### src/rtl/adder_pkg.sv
// adder_pkg: shared constants and slice-width helper for adder_pipe
package adder_pkg;
    localparam logic ADD_OP = 1'b0;
    localparam logic SUB_OP = 1'b1;

    // Slice width; 0 flags a width that does not split evenly so the top can refuse to elaborate
    function automatic int chunk_width(input int width, input int stages);
        return (stages > 0 && width % stages == 0) ? width / stages : 0;
    endfunction
endpackage

### src/rtl/adder_slice.sv
// adder_slice: CHUNK-bit registered adder slice with carry out and signed-overflow term
module adder_slice
    import adder_pkg::*;
#(
    parameter int CHUNK = 8
) (
    input  logic             clk,
    input  logic             clr,
    input  logic             en,
    input  logic             cin,
    input  logic [CHUNK-1:0] a,
    input  logic [CHUNK-1:0] b,
    output logic [CHUNK-1:0] sum,
    output logic             cout,
    output logic             ovf
);
    logic [CHUNK:0] full;
    logic           msb_cin;

    // Slice sum; the carry into the MSB is recovered from the MSB sum bit
    always_comb begin
        full    = {1'b0, a} + {1'b0, b} + {{CHUNK{1'b0}}, cin};
        msb_cin = a[CHUNK-1] ^ b[CHUNK-1] ^ full[CHUNK-1];
    end

    // Slice register; clr is only driven on the output slice
    always_ff @(posedge clk) begin
        if (clr) begin
            sum  <= '0;
            cout <= 1'b0;
            ovf  <= 1'b0;
        end else if (en) begin
            sum  <= full[CHUNK-1:0];
            cout <= full[CHUNK];
            ovf  <= full[CHUNK] ^ msb_cin;
        end
    end
endmodule

### src/rtl/adder_pipe.sv
// adder_pipe: WIDTH-bit add/subtract with the carry chain split over STAGES registered slices
module adder_pipe
    import adder_pkg::*;
#(
    parameter int WIDTH  = 32,
    parameter int STAGES = 4
) (
    input  logic             clk,
    input  logic             rst,
    input  logic             valid_i,
    output logic             ready_o,
    input  logic             sub_i,
    input  logic [WIDTH-1:0] a_i,
    input  logic [WIDTH-1:0] b_i,
    output logic             valid_o,
    input  logic             ready_i,
    output logic [WIDTH:0]   c_o,
    output logic             ovf_o
);
    localparam int CHUNK = chunk_width(WIDTH, STAGES);

    if (CHUNK == 0) begin : g_bad_split
        $fatal(1, "adder_pipe: WIDTH must be a positive multiple of STAGES");
    end

    logic              advance;
    logic [STAGES-1:0] v;
    logic [WIDTH-1:0]  b_in;
    logic [WIDTH-1:0]  res;
    logic [WIDTH-1:0]  a_q [STAGES];
    logic [WIDTH-1:0]  b_q [STAGES];
    logic [WIDTH-1:0]  r_q [STAGES];
    logic              sub_q [STAGES];
    logic [CHUNK-1:0]  s_sum [STAGES];
    logic              s_cout [STAGES];
    logic              s_ovf [STAGES];

    // Stall control, subtract as a + ~b + 1, and output assembly from the last stage
    always_comb begin
        advance = rst || !valid_o || ready_i;
        b_in    = (sub_i == SUB_OP) ? ~b_i : b_i;
        res     = r_q[STAGES-1];
        res[(STAGES-1)*CHUNK +: CHUNK] = s_sum[STAGES-1];
    end

    assign ready_o = advance;
    assign valid_o = v[STAGES-1];
    assign c_o     = {sub_q[STAGES-1] ^ s_cout[STAGES-1], res};
    assign ovf_o   = s_ovf[STAGES-1];

    // Per-stage valid bits; a bubble enters whenever valid_i is low on an advancing edge
    always_ff @(posedge clk) begin
        if (rst) begin
            v <= '0;
        end else if (advance) begin
            for (int k = STAGES - 1; k > 0; k--) v[k] <= v[k-1];
            v[0] <= valid_i;
        end
    end

    for (genvar k = 0; k < STAGES; k++) begin : g_stage
        logic [WIDTH-1:0] pa, pb, pr;
        logic             ps, pc;
        if (k == 0) begin : g_head
            assign pa = a_i;
            assign pb = b_in;
            assign ps = sub_i;
            assign pc = sub_i;
            assign pr = '0;
        end else begin : g_body
            assign pa = a_q[k-1];
            assign pb = b_q[k-1];
            assign ps = sub_q[k-1];
            assign pc = s_cout[k-1];
            // Deskew: results of earlier slices plus the chunk the previous slice just produced
            always_comb begin
                pr = r_q[k-1];
                pr[(k-1)*CHUNK +: CHUNK] = s_sum[k-1];
            end
        end

        adder_slice #(.CHUNK(CHUNK)) u_slice (
            .clk  (clk),
            .clr  (rst && k == STAGES - 1),
            .en   (advance),
            .cin  (pc),
            .a    (pa[k*CHUNK +: CHUNK]),
            .b    (pb[k*CHUNK +: CHUNK]),
            .sum  (s_sum[k]),
            .cout (s_cout[k]),
            .ovf  (s_ovf[k])
        );

        // Skew/deskew registers; the last stage is the output register and alone takes reset
        always_ff @(posedge clk) begin
            if (rst && k == STAGES - 1) begin
                r_q[k]   <= '0;
                sub_q[k] <= 1'b0;
            end else if (advance) begin
                a_q[k]   <= pa;
                b_q[k]   <= pb;
                sub_q[k] <= ps;
                r_q[k]   <= pr;
            end
        end
    end
endmodule

### config.mk
export PLATFORM = sky130hd
export DESIGN_NAME = adder_pipe
export DESIGN_NICKNAME = d
export VERILOG_FILES = /design/src/rtl/adder_pkg.sv /design/src/rtl/adder_slice.sv /design/src/rtl/adder_pipe.sv
export SDC_FILE = /design/constraint.sdc
export NUM_CORES = 1
export LEC_CHECK = 0
export CAP_MARGIN = 15
export CORE_ASPECT_RATIO = 1.1
export CORE_MARGIN = 1.5
export CORE_UTILIZATION = 51
export CTS_BUF_LIST = sky130_fd_sc_hd__clkbuf_8
export CTS_CLUSTER_DIAMETER = 50
export DETAILED_ROUTE_END_ITERATION = 7
export PLACE_DENSITY_LB_ADDON = 0.3
export SLEW_MARGIN = 15
export SYNTH_ARGS = -nofsm -noshare
export SYNTH_HDL_FRONTEND = slang
export SYNTH_SLANG_ARGS = --single-unit
### constraint.sdc
create_clock -name clk -period 4.7 [get_ports clk]
set_input_delay 0.47 -clock clk [delete_from_list [all_inputs] [get_ports clk]]
set_output_delay 0.47 -clock clk [all_outputs]
set_load 0.005 [all_outputs]
-- After elaboration in Yosys (flattened, before gate mapping)
Memory sizes are Yosys's and may differ from the RTL's.
Cells that the tools add are included.
- register bits after elaboration: 41
- memory bits (writable): 388
- input port bits: 69
- output and inout port bits: 36
- logic and storage cells: 41
- memories kept: 4
- add/subtract/negate cells: 8
- muxes and demuxes: 9
- bitwise logic cells: 7
- reduce and logical (&&, ||, !) cells: 3
- memory list (name ; depth ; width ; read ports ; clocked after Yosys merged registers in ; write ports ; RTL line ; text):
    a_q ; 4 ; 32 ; 3 ; 0 ; 4 ; adder_pipe.sv:30 ; logic [WIDTH-1:0] a_q [STAGES];
    b_q ; 4 ; 32 ; 3 ; 0 ; 4 ; adder_pipe.sv:31 ; logic [WIDTH-1:0] b_q [STAGES];
    r_q ; 4 ; 32 ; 4 ; 0 ; 4 ; adder_pipe.sv:32 ; logic [WIDTH-1:0] r_q [STAGES];
    sub_q ; 4 ; 1 ; 4 ; 0 ; 4 ; adder_pipe.sv:33 ; logic sub_q [STAGES];
- operator list (kind ; number):
    two-way mux 32 bit ; 2
    adder 8 x 8 -> 9 bit ; 4
    adder 9 x 1 -> 9 bit ; 4
    inverter 32 bit ; 1
    two-way mux 1 bit ; 7
    XOR 1 bit ; 4
    logical OR 1 bit ; 2
    bitwise OR 1 bit ; 2
    logical NOT 1 bit ; 1

-- Longest topological paths before layout
- depth after elaboration: 7
- mapped depth: 9
- depth with buffers taken out: 8

-- Modules after synthesis
Synthesis repeated with hierarchy kept, for this count alone.
- cells, all modules: 542
- area total of the unflattened synthesis: 8125.3 µm²
- by module, submodules not included (module ; times used ; cells an instance ; area an instance (µm²) ; sequential area each (µm²)):
    adder_pipe ; 1 ; 234 ; 5282.6 ; 4524.3
    adder_slice ; 4 ; 77 ; 710.7 ; 200.2

-- Worst setup path before layout
Ideal clock, no wire load.
- path type: input-to-reg
- start point: input port rst
- end point: memory a_q[0][10], enable pin
- setup time: 0.538 ns
- arrival time: 4.376 ns
- data required time: 4.162 ns
- setup slack: -0.213 ns
- stages: 2
- path buffers: 1
- cells stage by stage: clkbuf_1 -> nand2b_1
- RTL lines (what ; RTL line ; text):
    start: declaration ; adder_pipe.sv:9 ; input logic rst,
    end: declaration ; adder_pipe.sv:30 ;

-- Worst setup path after layout
- start point: input port rst
- end point: output port ready_o
- cells in the longest elaborated chain, start to end: 2
- ends and longest elaborated chain (what ; RTL line ; text):
    logical OR 1 bit (2 in a row) ; adder_pipe.sv:40 ; advance = rst || !valid_o || ready_i;
    end: declaration ; adder_pipe.sv:11 ; output logic ready_o,
Every way passes these cells.

==> impl_metrics.env <==
export IMPL_outcome="finished clean"
export IMPL_antenna_found_initial=0
export IMPL_wl_per_cell_um=14.58
export IMPL_drtIter0Drc=215
export IMPL_crit_top_cell="clkdlybuf4s50_1"
export IMPL_h_tree_depth=4
export IMPL_tns_ns=0
export IMPL_cts_path_max_buffers=2
export IMPL_port_buffers=104
export IMPL_core_rowCount=46
export IMPL_globalRouteOverflowTotal=0
export IMPL_avgSynthCellArea_um2=16.36
export IMPL_setup_viol=0
export IMPL_worstReg2RegStart="a_q[2][24]"
export IMPL_required_ns=4.23
export IMPL_via_per_inst=5.044
export IMPL_yosys_cell_count_top_type="edfxtp_1"
export IMPL_cts_hold_buf=0
export IMPL_drive_gt1_share_pct=6.154
export IMPL_rr_endpoint="g_stage[3].u_slice.ovf"
export IMPL_reg2regPathDepth=7
export IMPL_synth_top_area_share_pct=70.13
export IMPL_routabilityCongestion=0.8101
export IMPL_postRouteAntennaNets=0
export IMPL_max_cap_violations=0
export IMPL_async_flop_share_pct=0
export IMPL_ys_top_cells_by_area="edfxtp_1 (70%), ha_1 (4.7%), xor2_1 (4.0%)"
export IMPL_cp_slowest_cell="clkdlybuf4s50_1"
export IMPL_synth_area_leader_cell="edfxtp_1"
export IMPL_syn_to_final_growth_pct=21.42
export IMPL_skew_ns=0.006242
export IMPL_hold_class="reg -> reg"
export IMPL_critical_path_startpoint_type="primary input"
export IMPL_power_leakage_nw=3.482
export IMPL_synth_flop_cell="edfxtp_1"
export IMPL_hold_viol_final=0
export IMPL_synth_area_mm2=0.007493
export IMPL_ys_top_cells_by_count="edfxtp_1 (175), xor2_1 (34), ha_1 (28)"
export IMPL_path_clk_slew_ns=0.09
export IMPL_met3_usage_pct=4.764
export IMPL_p_int_w=0.002852
export IMPL_r2r_slack_ns=2.17
export IMPL_tightest_slew_ns=0.9473
export IMPL_syn_num_nets=562
export IMPL_clockRootBuffer="clkbuf_8"
export IMPL_ys_warn_count=0
export IMPL_cp_endpoint="ready_o"
export IMPL_cts_tree="done"
export IMPL_grt_max_degree=151
export IMPL_diodes=0
export IMPL_vias=3919
export IMPL_relSlewSlack_pct=36.85
export IMPL_peakVddDrop_mv=0.1737
export IMPL_start_util_pct=52.08
export IMPL_synthCells=458
export IMPL_grt_pass1_wl_um=17970
export IMPL_layout_cells_non_filler=777
export IMPL_crit_chain="clkdlybuf4s50_1 > nand2b_4 > clkdlybuf4s50_1"
export IMPL_ys_seq_area_share_pct=73.87
export IMPL_rsz0062_at_grt="false"
export IMPL_core_mm2=0.01439
export IMPL_ys_ff_latch=189
export IMPL_comb_power_share_pct=14.6
export IMPL_swShare_pct=22.23
export IMPL_slew_viol_final=0
export IMPL_track_usage_pct=15.61
export IMPL_power_switching_w=0.0008154
export IMPL_io_pins=105
export IMPL_grt_busiest_layer="met2"
export IMPL_stdcell_area_mm2=0.009099
export IMPL_synth_edff_count=175
export IMPL_worst_path_max_fanout=21
export IMPL_end_kind="output port"
export IMPL_numCtsBuffers=17
export IMPL_dp_hpwl_um=7701
export IMPL_firstDrtPassIters=5
export IMPL_clk_latency_ns=0.46
export IMPL_cts_resized=0
export IMPL_criticalPathCategory="in -> out"
export IMPL_placed_cells=747
export IMPL_fmax_ghz=0.3768
export IMPL_drc_errors=0
export IMPL_fp_dieH_um=130.1
export IMPL_critPathLaunch="rst"
export IMPL_p_clk_share_pct=24.8
export IMPL_grt_pass1_vias=3842
export IMPL_worstPathArrival_ns=2.18
export IMPL_place_area_mm2=0.008777
export IMPL_postCtsSetupBuffers=0
export IMPL_finalNetCount=678
export IMPL_max_stage_delay_ns=0.90
export IMPL_synthDistinctLibCells=38
export IMPL_powerDensity_mw_per_mm2=403.1
export IMPL_global_route_usage_met1_pct=16.40
export IMPL_cts_sinks=189
export IMPL_drt_wl_total_um=11330
export IMPL_grt_util_met2_pct=27.74
export IMPL_die_w_um=118.6
export IMPL_power_frac_seq_pct=60.6
export IMPL_layout_min_cycle_time_ns=2.654
export IMPL_die_area_mm2=0.01543
export IMPL_finalCritPeriodShare_pct=56.46
==> kinds of logic after synthesis <==
kind of cell | share of synthesized area [%]
xor+xnor | 5.610
mux | 0.1336
buf+inv | 1.352
flops | 73.87
fa+ha+maj | 6.545
simple gates | 6.178
compound gates | 6.312
==> layout by cell type, fill, tap and decap left out, types with 11 or more instances in the layout <==
master	n
edfxtp_1	175
xnor2_1	14
dfxtp_1	14
a21oi_1	17
clkbuf_8	17
nand2_1	17
clkdlybuf4s50_1	103
o21ai_0	11
and2_1	25
xor2_1	34
nor2_1	24
ha_1	28
inv_1	18
==> sequential cells by signal, indices dropped and copies added, names as in the netlist <==
signal / flops
g_stage.u_slice.ovf: 1
g_stage.u_slice.sum: 32
a_q: 48
b_q: 48
sub_q: 4
v: 4
g_stage.u_slice.cout: 4
r_q: 48
==> metal layers <==
metal	part of all wire (%)	wire, µm	up-vias
li1	-	-	1913
met1	38	4250	1860
met2	53	6041	115
met3	5.9	669	31
met4	3.2	363	0
met5	0	0	-
==> critical path, delay by kind of cell <==
family        cells  cell delay [ns]
simple gates      1             0.30
buf+inv           2             1.41
==> how the worst min path moves through the flow <==
stage                            end  depth (start not counted)                      start
final                     b_q[1][25]                          0                 b_q[0][25]
after global routing      a_q[1][27]                          0                 a_q[0][27]
after CTS                 b_q[1][25]                          0                 b_q[0][25]
after detailed placement  a_q[1][20]                          0                 a_q[0][20]
after global placement    r_q[2][11]                          0  g_stage[1].u_slice.sum[3]
after floorplan           a_q[1][16]                          0                 a_q[0][16]
==> metrics by stage <==
stage	worst slack [ns]	total power [W]	hold WS, ns	util, %
2_1_floorplan	1.561	0.002532	0.4003	-
5_1_grt	1.986	0.003840	0.4278	63.23
4_1_cts	2.036	0.003698	0.4160	63.23
3_5_place_dp	1.817	0.002802	0.4045	61.00
3_3_place_gp	1.904	0.002767	0.4003	61.00
6_report	2.046	0.003668	0.4192	63.23
==> cell type report <==
cell class | instances | area (µm²)
Sequential cell | 189 | 5535
Fill cell | 1036 | 5290
Multi-Input combinational cell | 243 | 1867
Timing Repair Buffer | 108 | 1079
Tap cell | 192 | 240.2
Clock buffer | 17 | 234.0
Clock inverter | 13 | 87.58
Inverter | 15 | 56.30
==> power groups by stage <==
stage,logic (W),clock network [W],registers [W]
floorplan,0.000289,0,0.00224
global placement,0.000513,0,0.00225
detailed placement,0.000534,0,0.00227
CTS,0.000538,0.000930,0.00223
global route,0.000591,0.000994,0.00225
finish,0.000535,0.000910,0.00222
No activity file was read; power rests on OpenSTA's default activity.
==> variant 1: new RTL, same flow settings <==
The parameter `STAGES` goes from 4 to 2.
--- a/src/rtl/adder_pipe.sv
+++ b/src/rtl/adder_pipe.sv
@@ -5,3 +5,3 @@
     parameter int WIDTH  = 32,
-    parameter int STAGES = 4
+    parameter int STAGES = 2
 ) (
Behaviour: not the same (Yosys sat finds a counterexample within 4 cycles, from zero or initial values and one cycle with rst high).
==> variant 1 against the unedited design <==
  * Design area down 34%
  * Total power down 40%
  * Area after synthesis down 38%
  * Wire length down 20%
  * Die area down 37%
  * Fmax down 6.0%
  * Clock skew up 0.0062 ns
  * Sequential cell count down 102
  * Sequential share of layout area down 21 points
  * Worst setup slack worse by 0.17 ns
  * Largest cell class unchanged
  * Largest power group unchanged
==> variant 1: results (changes against the unedited design) <==
- Outcome: finished clean (unchanged)
- Largest net degree at the start of global routing: 51 (was 151)
- Post-DP HPWL: 6814 um (was 7701 um)
- Clk_lat worst skew: 0.36 ns (was 0.46 ns)
- Post-synthesis cell type count: 49 (was 38)
- Pwr Total: 2.187 mW (was 3.668 mW)
- Hold-critical path depth: 2 (was 0)
- Top cells by area, synth: edfxtp_1, dfxtp_1, xor2_1 (was edfxtp_1, ha_1, xor2_1)
- Via density: 5.360 (was 5.044)
- Number of flops mapped to enable cells by yosys: 67 (was 175)
- First DRT Iteration DRCs: 130 (was 215)
- WL per Instance: 14.24 um (was 14.58 um)
- # fillers: 668 (was 1036)
- Syn_nets: 513 (was 562)
- Compound-cell area share of the yosys netlist: 0.1397 (was 0.06312)
- Share of cells above drive strength 1: 0.04981 (was 0.06154)
- Place WS: 1.724 ns (was 1.817 ns)
- Worst r2r src: b_q[0][16]$_DFFE_PP_ (was a_q[2][24]$_DFFE_PN_)
- Clock skew: 0.01240 ns (was 0.006242 ns)
- H-tree levels: 3 (was 4)
- Post-Route WL: 9057 um (was 11330 um)
- Top cells by count, synth: edfxtp_1, xor2_1, a21oi_1, nand2_1, ha_1 (was edfxtp_1, xor2_1, ha_1)
- Final net count: 619 (was 678)
- Leakage: 2.424 nW (was 3.482 nW)
- First-pass GRT wire length: 14220 um (was 17970 um)
-- variant 1: worst max-delay path, stage by stage --
cell	delay [ns]
clkdlybuf4s50_1	0.41
nand2b_1	0.41
nor2_1	0.53
inv_2	0.07
clkdlybuf4s50_1	0.46
-- variant 1: kinds of logic (layout without fill, tap and decap cells) --
| family | after synthesis | after routing |
|---|---|---|
| simple gates | 109 | 109 |
| compound gates | 100 | 100 |
| flops | 87 | 87 |
| xor+xnor | 57 | 57 |
| fa+ha+maj | 33 | 33 |
| buf+inv | 23 | 134 |
| mux | 2 | 2 |
-- variant 1: layer usage --
layer  wire length [um]  track usage  up-vias
met2               5013       0.3673       87
met4                142      0.09874        0
met5                  0            0        -
met1               3524       0.1969     1598
li1                   -            -     1714
met3                376      0.04532       10
-- variant 1: area by class of cell --
class	count	area share
Sequential cell	87	0.4007
Multi-Input combinational cell	301	0.3583
Timing Repair Buffer	108	0.1771
Tap cell	114	0.02369
Clock buffer	10	0.02286
Clock inverter	6	0.01122
Inverter	10	0.006234
==> variant 2: new RTL, same flow settings <==
Made on the original files. Make the reset (`rst`) asynchronous in one clocked block.
--- a/src/rtl/adder_pipe.sv
+++ b/src/rtl/adder_pipe.sv
@@ -51,3 +51,3 @@
     // Per-stage valid bits; a bubble enters whenever valid_i is low on an advancing edge
-    always_ff @(posedge clk) begin
+    always_ff @(posedge clk or posedge rst) begin
         if (rst) begin
Behaviour: differs if rst is asserted again (counterexample within 10 cycles, from zero or initial values and one cycle with rst high); with rst held inactive, the same outputs for 10 cycles.
==> variant 2 against the unedited design <==
  * Sequential cell count unchanged
  * Clock skew increased by 0.0050 ns
  * Clock power increased by 8.6%
  * Global-route usage increased by 0.053 points
  * Design area increased by 0.44%
  * Total power increased by 11%
  * Wire length increased by 3.5%
  * Worst setup slack got worse by 0.54 ns
  * Area after synthesis increased by 0.17%
  * Worst hold slack got worse by 0.0045 ns
  * Critical path type unchanged
  * Highest routed layer unchanged
==> variant 2: results (changes against the unedited design) <==
- Outcome: finished clean (unchanged)
- Flop2flop setup slack: 2.19 ns (was 2.17 ns)
- Post-CTS setup buffers: 0 (unchanged)
- Initial antenna violation count: 0 (unchanged)
- Main synth FF type: edfxtp_1 (unchanged)
- # resized after CTS: 0 (unchanged)
- Worst r2r src: a_q[2][24]$_DFFE_PN_ (unchanged)
- Maximum fanout along the worst path: 60 (was 21)
- First-pass DRT Iterations: 6 (was 5)
- Ys Warns: 0 (unchanged)
- Share of cells above drive strength 1: 0.07745 (was 0.06154)
- Final net count: 672 (was 678)
- Post-synthesis cell type count: 39 (was 38)
- Slowest cell on crit path: clkdlybuf4s50_1 (unchanged)
- Hold path endpoint: a_q[1][24]$_DFFE_PN_ (was b_q[1][25]$_DFFE_PN_)
- Clock skew: 0.01124 ns (was 0.006242 ns)
- DR top layer: met4 (unchanged)
- Register area share after synthesis: 0.7401 (was 0.7387)
- Wire length on met3: 564 um (was 669 um)
- Vias in the first global route: 3870 (was 3842)
- Met1 WL: 4509 um (was 4250 um)
- Syn_nets: 559 (was 562)
- Register-to-Register Path Depth: 7 (unchanged)
- Post-DP HPWL: 8224 um (was 7701 um)
- Hold slack: 0.4147 ns (was 0.4192 ns)
- Root buf cell: clkbuf_8 (unchanged)
- # fillers: 1075 (was 1036)
- Critical R2R Capture: g_stage[3].u_slice.ovf$_SDFFE_PP0N_ (unchanged)
- Via count: 3957 (was 3919)
- Number of flops mapped to enable cells by yosys: 175 (unchanged)
- Hold-critical path depth: 0 (unchanged)
- Peak VDD IR: 197.0 uV (was 173.7 uV)
- First DRT Iteration DRCs: 212 (was 215)
- Hold path start: a_q[0][24]$_DFFE_PN_ (was b_q[0][25]$_DFFE_PN_)
- Top delay family on crit path: buffers and inverters (unchanged)
- DR WL met2: 6307 um (was 6041 um)
- Clk_lat worst skew: 0.45 ns
- Port-buffer cells: 104 (unchanged)
- Diodes inserted: 0 (unchanged)
- Longest Clk Path Bufs: 2 (unchanged)
- Leakage: 3.526 nW (was 3.482 nW)
- Post-Route WL: 11720 um (was 11330 um)
- Top cells by count, synth: edfxtp_1, xor2_1, ha_1 (unchanged)
- First-pass GRT wire length: 18190 um (was 17970 um)
- Slew at the pin with the worst max-slew slack: 0.9454 ns (was 0.9473 ns)
- Crit path DAT: 2.72 ns (was 2.18 ns)
- Async SR Flop Fraction: 0.02116 (was 0)
- Regs by FF count: a_q x48, b_q x48, r_q x48 (unchanged)
- CP peak stage delay: 0.61 ns (was 0.90 ns)
- Number of CTS-inserted buffers: 17 (unchanged)
- H-tree levels: 4 (unchanged)
- Top cells by area, synth: edfxtp_1, ha_1, xor2_1 (unchanged)
- Largest net degree at the start of global routing: 95 (was 151)
- Clk pin slew, worst setup/hold paths: ~0.10 ns
- GPL Wtd Cong: 0.8258 (was 0.8101)
- Global-route usage over all layers: 0.1566 (was 0.1561)
- Hold crit path type: flip-flop to flip-flop (unchanged)
[variant 2: cell types whose count changed in the layout (fill, tap and decap cells not counted), sizes merged, moves of 4 or more]
cell,unedited run,this run
dfrtp,0,4
and3,0,25
inv,18,24
nand2,17,13
dfxtp,14,10
and2,25,0
[variant 2: metal layers]
| layer | GRT usage | vias up |
|---|---|---|
| li1 | - | 1927 |
| met1 | 0.1689 | 1885 |
| met2 | 0.2852 | 117 |
| met3 | 0.04458 | 28 |
| met4 | 0.07796 | 0 |
| met5 | 0 | - |
[variant 2: worst max-delay path by stage]
| stage | from | end | depth (start not counted) |
|---|---|---|---|
| floorplan | rst | v[2]$_DFFE_PP0N_ | 4 |
| detailed placement | ready_i | ready_o | 6 |
| global route | ready_i | ready_o | 6 |
| CTS | ready_i | ready_o | 6 |
| global placement | ready_i | ready_o | 6 |
| finish | ready_i | ready_o | 6 |
[variant 2: power breakdown]
| part | switching, mW | leakage [nW] | internal (mW) |
|---|---|---|---|
| registers | 0.110 | 1.96 | 2.25 |
| logic | 0.341 | 1.38 | 0.388 |
| clock network | 0.561 | 0.187 | 0.427 |
| total | 1.01 | 3.53 | 3.06 |
[variant 2: cell families (layout without fill, tap and decap cells)]
| kind of cell | after synthesis | in the layout | synth area share |
|---|---|---|---|
| AOI/OAI and AO/OA | 68 | 68 | 0.06068 |
| adders and majority gates | 35 | 35 | 0.06534 |
| xor gates and xnor gates | 48 | 48 | 0.05601 |
| muxes | 4 | 4 | 0.005834 |
| DFF | 189 | 189 | 0.7401 |
| and+or+nand+nor | 80 | 80 | 0.05584 |
| buffers and inverters | 31 | 157 | 0.01617 |
[variant 2: cell type report]
class,count,share of cell area
Multi-Input combinational cell,235,0.2002
Tap cell,192,0.02629
Clock inverter,15,0.01492
Inverter,18,0.007941
Clock buffer,17,0.02560
Timing Repair Buffer,107,0.1172
Sequential cell,189,0.6079
[variant 2: metrics by stage]
| stage | util | std cells | setup slack, ns | power [mW] | instance area, um2 |
|---|---|---|---|---|---|
| floorplan | - | 455 | 0.2240 | 2.793 | 7506 |
| global placement | 0.6094 | 741 | 1.595 | 3.088 | 8768 |
| detailed placement | 0.6094 | 741 | 1.554 | 3.132 | 8768 |
| CTS | 0.6351 | 773 | 1.541 | 4.111 | 9139 |
| global route | 0.6351 | 773 | 1.365 | 4.272 | 9139 |
| finish | 0.6351 | 773 | 1.511 | 4.076 | 9139 |
